## src/rtl/bf_stdout_uart.sv

```systemverilog
// bf_stdout_uart
// Output stage of the brainfuck CPU: buffers bytes written by the `.`
// instruction in a small FIFO and serializes them as 8N1 UART frames.
//
// Ports:
//   clk          - single clock for the whole block
//   rst          - synchronous, active-high reset
//   stdout       - byte written by the CPU
//   stdout_en    - one-cycle write strobe, qualified by stdout_ready
//   stdout_ready - FIFO not full; the CPU stalls its `.` while low
//   uart_tx_pin  - serial output, idles high, driven from a flop
//   tx_busy      - a frame is on the line or bytes are still buffered
//   overflow     - sticky, set when a write is dropped on a full FIFO
//   fifo_count   - current FIFO occupancy
//
// Serializer states:
//   state   | meaning
//   S_IDLE  | line idle (pin 1), waiting for a buffered byte
//   S_START | start bit (pin 0) for CLKS_PER_BIT cycles
//   S_DATA  | 8 data bits, LSB first, CLKS_PER_BIT cycles each
//   S_STOP  | stop bit (pin 1); pops straight into S_START if more data

module bf_stdout_uart #(
   parameter int CLKS_PER_BIT    = 1,
   parameter int FIFO_DEPTH_LOG2 = 4
) (
   input  logic                       clk,
   input  logic                       rst,
   input  logic [7:0]                 stdout,
   input  logic                       stdout_en,
   output logic                       stdout_ready,
   output logic                       uart_tx_pin,
   output logic                       tx_busy,
   output logic                       overflow,
   output logic [FIFO_DEPTH_LOG2:0]   fifo_count
);

   localparam int DEPTH = 1 << FIFO_DEPTH_LOG2;
   localparam int CNTW  = FIFO_DEPTH_LOG2 + 1;
   localparam int CW    = $clog2(CLKS_PER_BIT) + 1;

   localparam logic [CW-1:0]              BIT_LAST = CW'(CLKS_PER_BIT - 1);
   localparam logic [CW-1:0]              BAUD_ONE = CW'(1);
   localparam logic [CNTW-1:0]            FULL_CNT = CNTW'(DEPTH);
   localparam logic [FIFO_DEPTH_LOG2-1:0] PTR_ONE  = FIFO_DEPTH_LOG2'(1);

   typedef enum logic [1:0] {S_IDLE, S_START, S_DATA, S_STOP} state_t;

   state_t state, state_next;

   logic [7:0]                 mem [DEPTH];
   logic [FIFO_DEPTH_LOG2-1:0] wr_ptr, rd_ptr;
   logic [CNTW-1:0]            count_next;
   logic [CW-1:0]              baud_cnt, baud_next;
   logic [2:0]                 bit_idx, bit_idx_next;
   logic [7:0]                 shreg, shreg_next;
   logic                       pin_next;
   logic                       wr_acc, pop, bit_end, fifo_nonempty;

   assign stdout_ready  = (fifo_count != FULL_CNT);
   assign wr_acc        = stdout_en && stdout_ready;
   assign fifo_nonempty = (fifo_count != '0);
   assign bit_end       = (baud_cnt == BIT_LAST);
   assign count_next    = fifo_count + CNTW'(wr_acc) - CNTW'(pop);

   // Storage is not reset; the pointers and count define what is valid.
   always_ff @(posedge clk) begin
      if (wr_acc) mem[wr_ptr] <= stdout;
   end

   always_ff @(posedge clk) begin
      if (rst) begin
         wr_ptr     <= '0;
         rd_ptr     <= '0;
         fifo_count <= '0;
         overflow   <= 1'b0;
      end else begin
         if (wr_acc) wr_ptr <= wr_ptr + PTR_ONE;
         if (pop)    rd_ptr <= rd_ptr + PTR_ONE;
         fifo_count <= count_next;
         // A write on a full FIFO is dropped even if a pop frees a slot
         // on the same edge, since readiness comes from the registered count.
         if (stdout_en && !stdout_ready) overflow <= 1'b1;
      end
   end

   always_ff @(posedge clk) begin
      if (rst) state <= S_IDLE;
      else     state <= state_next;
   end

   always_comb begin
      state_next = state;
      case (state)
         S_IDLE:  if (fifo_nonempty) state_next = S_START;
         S_START: if (bit_end) state_next = S_DATA;
         S_DATA:  if (bit_end && bit_idx == 3'd7) state_next = S_STOP;
         S_STOP:  if (bit_end) state_next = fifo_nonempty ? S_START : S_IDLE;
         default: state_next = S_IDLE;
      endcase
   end

   // pin_next is the value the line takes after the coming edge, so the
   // pin flop always presents the bit of the current state.
   always_comb begin
      pop          = 1'b0;
      pin_next     = uart_tx_pin;
      shreg_next   = shreg;
      bit_idx_next = bit_idx;
      baud_next    = bit_end ? '0 : baud_cnt + BAUD_ONE;
      case (state)
         S_IDLE: begin
            baud_next = '0;
            pin_next  = 1'b1;
            if (fifo_nonempty) begin
               pop        = 1'b1;
               shreg_next = mem[rd_ptr];
               pin_next   = 1'b0;
            end
         end
         S_START: begin
            if (bit_end) begin
               pin_next     = shreg[0];
               bit_idx_next = '0;
            end
         end
         S_DATA: begin
            if (bit_end) begin
               if (bit_idx == 3'd7) begin
                  pin_next = 1'b1;
               end else begin
                  pin_next     = shreg[1];
                  shreg_next   = {1'b0, shreg[7:1]};
                  bit_idx_next = bit_idx + 3'd1;
               end
            end
         end
         S_STOP: begin
            if (bit_end && fifo_nonempty) begin
               pop        = 1'b1;
               shreg_next = mem[rd_ptr];
               pin_next   = 1'b0;
            end
         end
         default: ;
      endcase
   end

   always_ff @(posedge clk) begin
      if (rst) begin
         baud_cnt    <= '0;
         bit_idx     <= '0;
         shreg       <= '0;
         uart_tx_pin <= 1'b1;
         tx_busy     <= 1'b0;
      end else begin
         baud_cnt    <= baud_next;
         bit_idx     <= bit_idx_next;
         shreg       <= shreg_next;
         uart_tx_pin <= pin_next;
         tx_busy     <= (state_next != S_IDLE) || (count_next != '0);
      end
   end

endmodule

```

## config.mk

```make
export PLATFORM = sky130hd
export DESIGN_NAME = bf_stdout_uart
export DESIGN_NICKNAME = d
export VERILOG_FILES = /design/src/rtl/bf_stdout_uart.sv
export SDC_FILE = /design/constraint.sdc
export NUM_CORES = 1
export LEC_CHECK = 0
export CORE_MARGIN = 5
export CORE_UTILIZATION = 45
export CTS_BUF_LIST = sky130_fd_sc_hd__clkbuf_8
export DETAILED_ROUTE_END_ITERATION = 8
export HOLD_SLACK_MARGIN = 0.06
export MAX_ROUTING_LAYER = met4
export PLACE_DENSITY = 0.68
export SYNTH_ARGS = -nofsm -noshare
export SYNTH_HDL_FRONTEND = slang
export SYNTH_SLANG_ARGS = --single-unit
```

## constraint.sdc

```tcl
create_clock -name clk -period 3.1 [get_ports clk]
set_input_delay 0.775 -clock clk [delete_from_list [all_inputs] [get_ports clk]]
set_output_delay 0.775 -clock clk [all_outputs]
set_load 0.02 [all_outputs]
```

# After elaboration in Yosys (flattened, before gate mapping)
# Memories as Yosys holds them, arrays and structs flattened. A register that Yosys moved wholly into a read port is not among the register bits.
# Cells that the tools add are included.
# classes
n_reduce_logical	16
n_bitwise	1
n_eq_ne	10
n_mux	28
addsub	6
# op_table
operator	count
2-to-1 mux 8 bit	4
one-hot mux 8 bit (3 select lines)	1
2-to-1 mux 1 bit	10
!= test 2 bit (second input constant)	5
nonzero test 5 bit	2
2-to-1 mux 3 bit	3
adder 4 x 1 -> 4 bit (second input constant)	2
2-to-1 mux 2 bit	4
2-to-1 mux 4 bit	2
one-hot mux 2 bit (4 select lines)	1
one-hot mux 3 bit (2 select lines)	1
adder 5 x 1 -> 5 bit	1
!= test 5 bit (second input constant)	1
AND reduction 5 bit	1
subtractor 5 x 1 -> 5 bit	1
equality test 2 bit (second input constant)	2
logical AND 1 bit	4
one-hot mux 1 bit (4 select lines)	1
AND reduction 4 bit	1
nonzero test 2 bit	2
adder 3 x 1 -> 3 bit (second input constant)	1
equality test 3 bit (second input constant)	1
AND reduction 3 bit	1
nonzero test 3 bit	1
other kinds (8)	8
# totals
n_memories	1
reg_bits	30
ramBits	128
in_bits	11
# memory_table
memory	words	width	read_ports	rd_clocked_by_memory_dff	wr	line	rtl
mem	16	8	1	1	1	51	logic [7:0] mem [DEPTH];

# Logic depth before layout (Yosys ltp)
# depth
word_depth	7
ltp_mapped	14
ltp_nobuf	13

# Least setup slack after synthesis
# Ideal clock, no wire load.
# synth_path
path_type	register to register
startpoint	register fifo_count[2]
endpoint	register tx_busy
period_less_slack_ps	2727
t_required_ps	2968
t_arrival_ps	2595
stages_incl_launch_ff	14
setup_slack_ps	373
cell_sequence	dfxtp_1 -> inv_1 -> ha_1 -> nor4b_2 -> a211oi_2 -> xor2_1 -> ha_1 -> inv_1 -> fa_1 -> inv_1 -> a21oi_1 -> o21bai_1 -> xnor2_1 -> a31oi_1
# synth_via
elab_chain_cells	7
# synth_rtl
item	line	rtl
start: declaration	35	output logic [FIFO_DEPTH_LOG2:0] fifo_count
start signal: assignment	80	fifo_count <= count_next;
branches (longest 6 deep; another with adder 5 x 1 -> 5 bit)	--	
logical OR 1 bit (*)	161	tx_busy <= (state_next != S_IDLE) || (count_next != '0);
end signal: assignment	161	
end: declaration	33	output logic tx_busy,
# Every way passes the cells marked *.
# A chain may end at the register's enable or synchronous reset.

# Worst setup path after layout
# layout_path
startpoint	register fifo_count[3]
endpoint	output port stdout_ready
# layout_via
elab_chain_cells	1
# layout_rtl
item	line	rtl
!= test 5 bit	60	assign stdout_ready = (fifo_count != FULL_CNT);
end: declaration	31	output logic stdout_ready,
# Every way passes these cells.

==> flow_summary.toml <==
[run_status]
outcome = "finished clean"

[global_route]
overflow = 0
grt_util_all_layers = 0.164
grt_pass1_vias = 3726
grt_max_degree = 29
grt_pass1_wl_mm = 21.1
antenna_found_initial = 0

[sta]
setup_viol = 0
rsz0062_at_grt = "false"
timing.final.hold_violations = 0
tns_ns = 0
final.min_clock_period_ns = 2.88
worst_clock_skew_ns = 0.0150
slew_headroom = 0.530
drv_slew = 0
worst_pin_slew_ns = 0.705
finalCritPeriodShare = 0.929
max_freq_mhz = 347

[pwr]
p_leak_nw = 2.56
ir_worst_vdd_uv = 331
power_w = 0.00601
power_density_mw_per_mm2 = 791

[worst_setup_path]
worstPathCellList = "inv_1, ha_1, nor4bb_2, inv_1, clkdlybuf4s50_1"
cp.buffers_inverters = 3
worstRegToRegCells = 13
cp_top_family = "buffers and inverters"
start_kind = "flop"
critPathSlowestCell = "clkdlybuf4s50_1"
cp.arrival_ns = 2.10
worst-setup-path-type = "flop to output pin"
reg2reg_from = "fifo_count[3]$_SDFF_PP0_"
r2r-end = "tx_busy$_SDFF_PP0_"
cp_max_fo = 3
rrSetupSlack_ns = 0.39
required_ns = 2.32
crit_path_end_kind = "output pin"
cpPeakStageDelay_ns = 0.55
crit_top_cell = "inv_1"

[final_layout]
drive_gt1_frac = 0.190
synthToLayoutAreaGrowth_pct = 14.3
fin_util = 0.523
fin_nets = 489
fin_cells = 657
diodes = 0

[placed_design]
dpl.hpwl_mm = 8.46
gp_congestion = 0.794
placed_cells = 625
portBuffers = 19

[cts]
root_buffer = "clkbuf_8"
cts_max_level = 4
ctsResizeCount = 0
cts_sinks = 162
cts_buffers = 17
clk_latency_ns = 0.45
clk_pin_slew_ns = 0.09
cts_buffer_depth = 2
cts_setup_buffers = 0
cts_tree = "yes"
hold_buffers = 0

[synth]
yosys.cell_count.top_type = "edfxtp_1"
synth_top_family_by_area = "multiplexers"
synthTopCellsByArea = "edfxtp_1 (58%), dfxtp_1 (10%), mux4_2 (6.8%), ha_1 (3.2%), mux4_1 (2.4%)"
synth_compound_area_frac = 0.0658
yosys.area.top_type = "edfxtp_1"
ys_warn_count = 0
syn_nets = 445
synth-simple-area-share = 0.0638
synth_seq_cells = 162
synthXorXnorAreaFrac = 0.0145
synth_ff_type = "edfxtp_1"
synthTopCellsByCount = "edfxtp_1 (128), nor2_1 (40), dfxtp_1 (34), mux4_2 (20), ha_1 (17)"
netlist-cell-type-count = 47
async_reset_ff_frac = 0
syn_inst = 416
yosysTopAreaCellShare = 0.578
synth-edff-count = 128
yosys.area_share.adder = 0.0350
syn_avg_cell_area_sq_um = 16.0
yosys-mux-area-fraction = 0.118
syn-cell-area_sq_mm = 0.00665
synth-seq-area-share = 0.680

[route]
drt_iter0_markers = 349
detail-route-antenna-nets = 0
route.met2.wl_mm = 6.36
vias = 3630
wl_mm = 13.0
highest_layer = "met4"
wl_met3_um = 631
drt-vias-per-instance = 5.53
first_pass_iters = 5
drc = 0
wire_per_inst_um = 19.9
wl_met1_mm = 5.87

[hold_path]
min_to = "shreg[2]$_SDFFE_PP0P_"
holdCritPathClass = "flop to flop"
hold_depth = 1
min_from = "shreg[2]$_SDFFE_PP0P_"

[flow_run]
maxCapViolations = 0

[floorplanning]
core-area_sq_mm = 0.0145
initial_utilization = 0.458
die_h_um = 132
fp.dieW_um = 132
row_count = 44
die_area_sq_mm = 0.0173
ios = 20
-- sequential cells by signal, indices dropped and copies added, names as in the netlist, named ones only --
signal       cells
bit_idx          3
uart_tx_pin      1
rd_ptr           4
state            2
wr_ptr           4
tx_busy          1
baud_cnt         1
overflow         1
shreg            8
fifo_count       5
mem            128
-- cell families (layout without fill, tap and decap cells) --
group / count (synthesis) / count (layout)
DFF: 162 / 162
adders and majority gates: 18 / 18
other: 1 / 1
xor gates and xnor gates: 11 / 11
AOI/OAI and AO/OA: 62 / 62
muxes: 42 / 42
and+or+nand+nor: 88 / 88
buffers and inverters: 32 / 89
-- worst max path at each step --
stage                                        start  slack (ns)  cells after the start                  to
final                     fifo_count[3]$_SDFF_PP0_        0.22                      5        stdout_ready
after CTS                 fifo_count[3]$_SDFF_PP0_        0.08                      5        stdout_ready
after global routing      fifo_count[3]$_SDFF_PP0_        0.09                      5        stdout_ready
after global placement                   stdout_en        0.21                     11  tx_busy$_SDFF_PP0_
after detailed placement                 stdout_en        0.14                     11  tx_busy$_SDFF_PP0_
after floorplan           fifo_count[2]$_SDFF_PP0_        0.37                     13  tx_busy$_SDFF_PP0_
-- final cells by class --
class / count / area [sq um]
clock buffers: 17 / 234
clock inverters: 15 / 206
fillers: 1188 / 6930
inverters: 14 / 52.6
multi-input cells: 222 / 1980
flip-flops and latches: 162 / 4530
well taps: 184 / 230
repair buffers: 43 / 370
-- per-stage QoR --
step	hold WS, ns	setup WS, ns	area (sq um)
floorplan	0.433	0.373	6650
global placement	0.443	0.210	7160
detailed placement	0.451	0.145	7160
CTS	0.474	0.0763	7600
global route	0.505	0.0891	7600
finish	0.471	0.221	7600
-- placed cells by master, fill, tap and decap left out, types with 5 or more instances in the layout --
cell / synthesis / layout
o21ai_1: 6 / 6
nor2b_1: 8 / 8
a32o_1: 6 / 6
mux2_2: 12 / 12
inv_1: 14 / 16
xor2_1: 6 / 6
a21oi_1: 7 / 7
mux4_1: 6 / 6
xnor2_1: 5 / 5
a22oi_1: 6 / 6
clkbuf_8: 0 / 17
nand2_1: 14 / 14
o22ai_1: 6 / 6
nand2b_1: 11 / 11
mux4_2: 20 / 20
dfxtp_1: 34 / 33
clkdlybuf4s50_1: 0 / 19
o21ai_0: 9 / 9
edfxtp_1: 128 / 128
a221oi_1: 7 / 7
nor3_1: 6 / 6
nor2_1: 40 / 40
buf_4: 1 / 24
ha_1: 17 / 17
-- routing by layer --
layer  up-vias  global-route usage
li1       1697                   -
met1      1837               0.219
met2        81               0.248
met3        15              0.0382
met4         0              0.0549
met5         -                   -
-- power by group --
group / internal, W / switching, W
registers: 0.00251 / 0.000169
logic: 0.000795 / 0.000845
clock network: 0.000891 / 0.000797
total: 0.00420 / 0.00181
No activity file was read; power rests on OpenSTA's default activity.
